`src/rtl/instr_prefetch.sv`:
```
// instr_prefetch: RV32I instruction prefetch unit.
//   Owns the fetch PC and issues one word read at a time to instruction
//   memory (req/ack). Returned words are buffered with their PCs in a
//   DEPTH-entry FIFO and presented to decode via a valid/ready handshake.
//   A redirect clears the FIFO and retargets fetching. A request that is
//   already in flight is drained and its data dropped.
//
// Parameters:
//   DEPTH     FIFO entries (power of two, >= 2)
//   RESET_PC  first fetch address after reset
//
// Ports:
//   clk          rising-edge clock
//   rst          asynchronous active-low reset
//   mem_req      fetch request, held until mem_ack
//   mem_addr     word-aligned fetch address, stable while mem_req=1
//   mem_ack      mem_rdata valid / request complete
//   mem_rdata    returned instruction word
//   redirect     one-cycle pulse: discard buffered and in-flight fetches
//   redirect_pc  new fetch address, sampled with redirect
//   instr_valid  FIFO non-empty
//   instr        head instruction word
//   instr_pc     PC of head instruction
//   instr_ready  decode accepts the head entry this cycle
//   fetch_fault  (IFETCH_ALIGN_CHK_EN only) sticky misaligned-redirect flag
//
// Build option: define IFETCH_ALIGN_CHK_EN to trap misaligned redirects.
// Without it, redirect_pc[1:0] is ignored.
module instr_prefetch #(
  parameter int unsigned DEPTH    = 4,
  parameter logic [31:0] RESET_PC = 32'h0000_0000
) (
  input  logic        clk,
  input  logic        rst,
  output logic        mem_req,
  output logic [31:0] mem_addr,
  input  logic        mem_ack,
  input  logic [31:0] mem_rdata,
  input  logic        redirect,
  input  logic [31:0] redirect_pc,
  output logic        instr_valid,
  output logic [31:0] instr,
  output logic [31:0] instr_pc,
  input  logic        instr_ready
`ifdef IFETCH_ALIGN_CHK_EN
  , output logic      fetch_fault
`endif
);

  localparam int unsigned AW = $clog2(DEPTH);
  localparam int unsigned CW = AW + 1;

  typedef enum logic [1:0] {ST_IDLE, ST_WAIT, ST_FLUSH} state_t;

  state_t        r_state, w_state_next;
  logic [31:0]   r_fetch_pc, w_fetch_next;
  logic [31:0]   r_mem_addr;
  logic [31:0]   r_word [DEPTH];
  logic [31:0]   r_pc   [DEPTH];
  logic [AW-1:0] r_rd, r_wr;
  logic [CW-1:0] r_count, w_count_next;
  logic          r_fault;
  logic          w_push, w_pop, w_room, w_stop, w_fault_set;
  logic [31:0]   w_redir_pc;

`ifdef IFETCH_ALIGN_CHK_EN
  assign w_fault_set = redirect && (redirect_pc[1:0] != 2'b00);
  assign fetch_fault = r_fault;
`else
  assign w_fault_set = 1'b0;
`endif

  assign w_redir_pc  = redirect_pc & 32'hFFFF_FFFC;
  assign w_stop      = r_fault | w_fault_set;

  assign mem_req     = (r_state != ST_IDLE);
  assign mem_addr    = r_mem_addr;
  assign instr_valid = (r_count != '0);
  assign instr       = r_word[r_rd];
  assign instr_pc    = r_pc[r_rd];

  always_comb begin
    w_pop        = instr_valid && instr_ready;
    w_push       = (r_state == ST_WAIT) && mem_ack && !redirect;
    w_count_next = r_count + CW'(w_push) - CW'(w_pop);
    w_room       = (w_count_next < CW'(DEPTH));

    w_state_next = r_state;
    w_fetch_next = r_fetch_pc;
    if (redirect) begin
      w_fetch_next = w_redir_pc;
      // An outstanding request cannot be withdrawn: drain it first.
      if (r_state != ST_IDLE && !mem_ack) w_state_next = ST_FLUSH;
      else                                w_state_next = ST_WAIT;
    end else begin
      case (r_state)
        ST_IDLE:  if (w_room) w_state_next = ST_WAIT;
        ST_WAIT:  if (mem_ack) begin
                    w_fetch_next = r_fetch_pc + 32'd4;
                    w_state_next = w_room ? ST_WAIT : ST_IDLE;
                  end
        ST_FLUSH: if (mem_ack) w_state_next = ST_WAIT;
        default:  w_state_next = ST_IDLE;
      endcase
    end
    // After a fault no new request is issued; a draining one still completes.
    if (w_stop && w_state_next == ST_WAIT) w_state_next = ST_IDLE;
  end

  always_ff @(posedge clk or negedge rst) begin
    if (!rst) begin
      r_state    <= ST_IDLE;
      r_fetch_pc <= RESET_PC;
      r_mem_addr <= RESET_PC;
      r_rd       <= '0;
      r_wr       <= '0;
      r_count    <= '0;
      r_fault    <= 1'b0;
      for (int unsigned i = 0; i < DEPTH; i++) begin
        r_word[i] <= '0;
        r_pc[i]   <= '0;
      end
    end else begin
      r_state    <= w_state_next;
      r_fetch_pc <= w_fetch_next;
      // fetch_pc jumps to the redirect target at once, but the bus address
      // of a draining request must stay put until its ack.
      if (w_state_next != ST_FLUSH) r_mem_addr <= w_fetch_next;
      r_fault <= r_fault | w_fault_set;
      if (redirect) begin
        r_rd    <= '0;
        r_wr    <= '0;
        r_count <= '0;
      end else begin
        if (w_push) begin
          r_word[r_wr] <= mem_rdata;
          r_pc[r_wr]   <= r_fetch_pc;
          r_wr         <= r_wr + AW'(1);
        end
        if (w_pop) r_rd <= r_rd + AW'(1);
        r_count <= w_count_next;
      end
    end
  end

endmodule
```
`config.mk`:
```
export PLATFORM = sky130hd
export DESIGN_NAME = instr_prefetch
export DESIGN_NICKNAME = d
export VERILOG_FILES = /design/src/rtl/instr_prefetch.sv
export SDC_FILE = /design/constraint.sdc
export NUM_CORES = 1
export LEC_CHECK = 0
export CAP_MARGIN = 20
export CORE_MARGIN = 2
export CORE_UTILIZATION = 49
export CTS_BUF_LIST = sky130_fd_sc_hd__clkbuf_16
export DETAILED_ROUTE_END_ITERATION = 12
export PLACE_DENSITY = 0.74
export SETUP_SLACK_MARGIN = 0.3
export SLEW_MARGIN = 25
export SYNTH_ARGS = -nofsm -noshare
export SYNTH_HDL_FRONTEND = slang
export SYNTH_SLANG_ARGS = --single-unit
```
`constraint.sdc`:
```
create_clock -name clk -period 2.11 [get_ports clk]
set_input_delay 0.3165 -clock clk [delete_from_list [all_inputs] [get_ports clk]]
set_output_delay 0.3165 -clock clk [all_outputs]
set_load 0.01 [all_outputs]
```
Yosys cells after proc, flatten, opt, wreduce, memory -nomap -nowiden:

Cells that the tools add are included.

* add/sub/neg operators: 5
* magnitude comparators: 4
* eq/ne operators: 3
* mux-type cells: 25
* bitwise operators: 3
* reduce and logical (&&, ||, !) cells: 13

Operators with widths (number)
* 128-bit bitwise mux: 2
* 32-bit 2-to-1 mux: 8
* 32-bit binary-select mux with 2-bit select: 2
* 32-bit demux with 2-bit select: 1
* 32-bit by 3-bit adder with 32-bit output (second input constant): 1
* 2-bit 2-to-1 mux: 9
* 3-bit >= comparator (second input constant): 2
* 2-bit inverter with 3-bit output: 2
* 2-bit case mux with 3 select lines: 1
* 2-bit nonzero test: 3
* 1-bit logical AND: 5
* 2-bit by 1-bit adder with 2-bit output (second input constant): 2
* 3-bit by 1-bit adder with 3-bit output: 1
* 3-bit by 1-bit < comparator with 1-bit output (second input constant): 1
* 3-bit < comparator (second input constant): 1
* 3-bit 2-to-1 mux: 1
* 3-bit nonzero test: 1
* 3-bit by 1-bit subtractor with 3-bit output: 1
* 2-bit by 1-bit equality test with 1-bit output (second input constant): 1
* 2-bit equality test (second input constant): 1
* 1-bit logical NOT: 2
* 2-bit logical NOT: 1
* 2-bit != test (second input constant): 1
* 2-bit AND reduction: 1
* 2 further kinds: 2

* register bits: 329
* input bits: 69
* output and inout port bits: 98
* logic and storage cells: 67

Depth between registers and ports, before layout:

* depth in word-level cells: 11
* gate-level depth with buffers: 12
* mapped depth without buffers: 11

Worst setup path after synthesis:

Ideal clock, no wire load.

* path kind: register to register
* start point: reg r_count[1]
* end point: reg r_state[0]
* setup time: 0.087 ns
* arrival time: 2.282 ns
* required time: 2.023 ns
* slack: -0.259 ns
* stages on the path, launching flop included: 11
* buffers on the path: 0
* clock period less this slack: 2.369 ns
* cell sequence: dfrtp_1 > or3_1 > and2_1 > ha_1 > inv_1 > ha_1 > inv_1 > fa_1 > xnor2_1 > o21ai_0 > a22oi_1

* longest elaborated chain between the ends: 8
* elaborated cells on any way between the ends: 10
* classes of those cells: add/sub (2); order compare (1); mux (5); reduce/logical (2)

RTL lines
* start: declaration: line 61 `logic [CW-1:0] r_count, w_count_next;`
* start signal: assignment: line 141 `r_count <= w_count_next;`
* 3-bit nonzero test (*): line 78 `assign instr_valid = (r_count != '0);`
* named net instr_valid: line 41 `output logic instr_valid,`
* 1-bit logical AND (*): line 83 `w_pop = instr_valid && instr_ready;`
* 3-bit by 1-bit subtractor with 3-bit output (*): line 85 `w_count_next = r_count + CW'(w_push) - CW'(w_pop);`
* 3-bit < comparator (*): line 86 `w_room = (w_count_next < CW'(DEPTH));`
* 1-bit 2-to-1 mux: line 100 `w_state_next = w_room ? ST_WAIT : ST_IDLE;`
* 2-bit 2-to-1 mux: line 98 `ST_WAIT: if (mem_ack) begin`
* 2-bit case mux with 3 select lines (*): line 96 `case (r_state)`
* 2-bit 2-to-1 mux (*): line 90 `if (redirect) begin`
* named net w_state_next[0]: line 55 `state_t r_state, w_state_next;`
* end signal: assignment: line 124 `r_state <= w_state_next;`
* end: declaration: line 55

The timed path passes the listed nets; every way through them passes the cells marked *.
A chain may end at the register's enable or synchronous reset.

Worst setup path in the final report:

* start point: reg r_rd[0]
* end point: out instr[1]

* longest elaborated chain between the ends: 4

RTL lines
* start: declaration: line 60 `logic [AW-1:0] r_rd, r_wr;`
* start signal: assignment: line 140 `if (w_pop) r_rd <= r_rd + AW'(1);`
* 2-bit inverter with 3-bit output (not written as such): line 79 `assign instr = r_word[r_rd];`
* 32-bit binary-select mux with 2-bit select: line 79
* 32-bit 2-to-1 mux (not written as such) (2 in a row): line 79
* end: declaration: line 42 `output logic [31:0] instr,`

No other way between the ends. The select of a mux whose other input is x is not followed.

==> results.md <==
- Initial DRC count: ~630
- Psw: between 7 and 8 mW
- Via/cell ratio: around 5.6
- Clock buffer count from CTS: 36
- Flop2flop setup slack: -0.17 ns
- Placed cells: around 1,600
- Worst Clk Skew: slightly above 0.02 ns
- Wirelength per Cell: 20.3 µm
- Die X-Extent: 177 µm
- Slew Viols, Final: 0
- Hold Vio Cnt, Final: 0
- Crit path to: instr[1]
- Final setup fails: 64
- Max Fclk: between 400 and 500 MHz
- CTS H-tree depth: 2
- DRT Wirelength: 33,600 µm
- Fill count: approximately 2,100
- Most common cell after layout, fill and taps aside: dfrtp_1
- Peak VDD IR: about 0.00068 V
- Critical Path RT: roughly 1.8 ns
- First-pass DRT Iterations: 4
- HPWL Detailed: approximately 22,000 µm
- FF-to-FF Start: r_count[1]$_DFF_PN0_
- CTS tree: yes
- Sequential share of power: roughly 38%
- FF+latch count, synth: between 300 and 400
- CORE AREA: between 0.02 and 0.03 mm²
- Final Cycle Share: 111%
- Status: complete, but fails checks
- Vias in the first global route: 9,898
- I/O Pins: ~170
- Hold_ws: between 0.3 and 0.4 ns
- Worst slew pin tran: around 0.52 ns
- Min Tclk post-route: ~2.3 ns
- Die ar.: between 0.03 and 0.04 mm²
- Gate power share: 37.2%
- Netlist cell types: 47
- Cell-internal power: ~18 mW
- Crit path from: r_rd[0]$_DFFE_PN0P_
- Die height: roughly 180 µm
- Grt total ovfl: 0
- DRC: 0
- Final non-filler cell total: approximately 1,700
- Critical Path Start Type: flip-flop
- Crit path DAT: 2.02 ns
- Unrepaired setup endpoints after global routing: true
- Fraction of registers with async set/reset: 100%
- Crit Path Max Fanout: 6
- Routed Antenna Nets: 0
- Switch share: approximately 29%
- Slowest stage cell, crit path: dfrtp_4
- Antenna violations before repair: 0
- Synthesized area: roughly 0.015 mm²
- Critical path capture point type: output port
- Vias: 9,315
- Slew HR: about 65%
- Largest net degree at the start of global routing: 69
- Mean post-synth cell area: 14.6 µm²
- Post-synthesis instance total: between 1,000 and 1,500
- Violated checks: setup timing
- CTS Root Cell: clkbuf_16
- I/O Buffers: approximately 160
- RR Endpoint: r_state[0]$_DFF_PN0_
- Syn Nets: between 1,000 and 1,500
- Final Net Count: around 1,300
- HP Class: in -> reg
- Lkg Pwr: between 8 and 9 nW
- Skew-Pair Late Insertion Delay: 0.51 ns
- Row count: 63
- Clk network pwr share: between 20 and 30%
- Sink Count: between 300 and 400
- First-pass GRT wire length: 53,200 µm
- Yosys warning count: 0
- Crit-path cells: buf_12 > buf_8 > buf_16 > mux4_2 > buf_6
- Power Dens Cells: 1300 mW/mm²
- Layout cells sized above 1: between 40% and 50%
- Max-cap violations: 0
- Final core occ: about 65%
- Clock slew seen by the registers of the worst setup and hold paths: approximately 0.060 ns
- Initial core utilization: 49.6%
- # diodes: 0
- Most frequent cells in the layout: 317 x dfrtp_1, 253 x mux2_2, 88 x clkdlybuf4s50_1
- Worst r2r path cells: 10
- Max clock buf depth: 3
- Post-synth top flop: dfrtp_1
- Routability Congestion: roughly 0.81
- Area grow syn2layout: 31.2%
- WS Path Type: reg -> out
- Number of synthesized flops with an enable pin: 0
- Critical path's largest stage delay: around 0.52 ns
- Final Worst Setup Slack: -0.228 ns
- Post-synthesis sequential area ratio: 55.9%
- Total GRT Usage: 21.5%
-- worst max-delay path, delay by kind of cell, from the launching register on --
kind	cells	cell delay (ns)
buffers and inverters	4	0.55
DFF	1	0.52
muxes	1	0.44
-- kinds of logic after synthesis --
logic type / after synthesis / synth area share (%)
AOI/OAI and AO/OA: 47 / 2.16
xor gates and xnor gates: 30 / 1.79
adders and majority gates: 8 / 0.731
buffers and inverters: 99 / 2.94
DFF: 329 / 55.9
muxes: 342 / 30.9
and+or+nand+nor: 155 / 5.53
-- synth_stat cells, drive strengths merged (2+ instances only) --
cell type | instances | share of area [%]
ha | 7 | 0.60
nand3 | 13 | 0.53
a211oi | 2 | 0.10
nor2b | 4 | 0.17
nand2 | 67 | 1.7
mux4 | 64 | 9.8
buf | 50 | 1.6
xor2 | 15 | 0.89
and3 | 4 | 0.17
or2 | 2 | 0.085
nor3b | 3 | 0.15
mux2 | 259 | 20
xnor2 | 15 | 0.89
nand4 | 13 | 0.55
nor4 | 9 | 0.61
o221ai | 14 | 0.83
or3 | 3 | 0.13
nand4b | 3 | 0.28
clkbuf | 22 | 0.60
dfrtp | 329 | 56
inv | 27 | 0.69
o21ai | 23 | 0.78
nor3 | 9 | 0.31
nor2 | 20 | 0.54
mux2i | 19 | 1.3
-- power by group through the flow --
| stage | combinational (mW) | sequential (mW) | clock [mW] |
|---|---|---|---|
| CTS | 8.98 | 9.43 | 6.41 |
| detailed placement | 8.70 | 9.51 | 0 |
| finish | 9.33 | 9.47 | 6.26 |
| floorplan | 4.97 | 9.16 | 0 |
| global route | 9.96 | 9.70 | 6.69 |
| global placement | 8.50 | 9.40 | 0 |
-- repair_timing --
action,CTS,global route
hold buffers,1,0
resized for setup,338,80
endpoints found under the setup margin,101,121
cloned,3,2
buffers inserted,13,12
pin swaps,14,22
endpoints found under the hold margin,46,0
-- per-layer routing --
metal	track usage, %	wire length, µm	vias to the layer above	share of wire (%)
met5	0	0	-	0
met4	5.46	678	0	2.0
met3	4.01	1760	48	5.2
met2	34.8	15900	267	47
met1	30.3	15300	4870	46
li1	-	-	4130	-
-- worst min path at each step --
stage                              endpoint     start  depth (start not counted)
floorplan           mem_addr[0]$_DFFE_PN0P_       rst                          0
CTS                 mem_addr[9]$_DFFE_PN0P_  redirect                          4
global placement    r_word[115]$_DFFE_PN0P_       rst                          1
global route        r_word[115]$_DFFE_PN0P_       rst                          2
detailed placement  r_word[115]$_DFFE_PN0P_       rst                          1
finish              mem_addr[9]$_DFFE_PN0P_  redirect                          4
-- layout make-up --
cell class              count  area [µm²]  area share, %
inverters                  27         101          0.525
repair buffers            265        2870           14.8
clock buffers              38         951           4.92
well taps                 390         488           2.53
flip-flops and latches    329        8250           42.7
clock inverters            27         240           1.24
multi-input cells         582        6410           33.2
-- stage by stage --
stage / instance area [µm²] / TNS, ns / setup slack (ns) / power, mW
floorplan: 14800 / -0.105 / -0.105 / 14.1
global placement: 17400 / -6.26 / -0.293 / 17.9
detailed placement: 17400 / -7.56 / -0.323 / 18.2
CTS: 18800 / -11.02 / -0.280 / 24.8
global route: 19300 / -13.84 / -0.276 / 26.3
finish: 19300 / -10.21 / -0.228 / 25.1
-- registers in the layout, summed over array words and instances (netlist names) --
| register | count |
|---|---|
| r_fetch_pc | 32 |
| mem_addr | 32 |
| r_rd | 2 |
| r_wr | 2 |
| r_count | 3 |
| r_pc | 128 |
| r_word | 128 |
| r_state | 2 |
No activity file was read; power rests on OpenSTA's default activity.
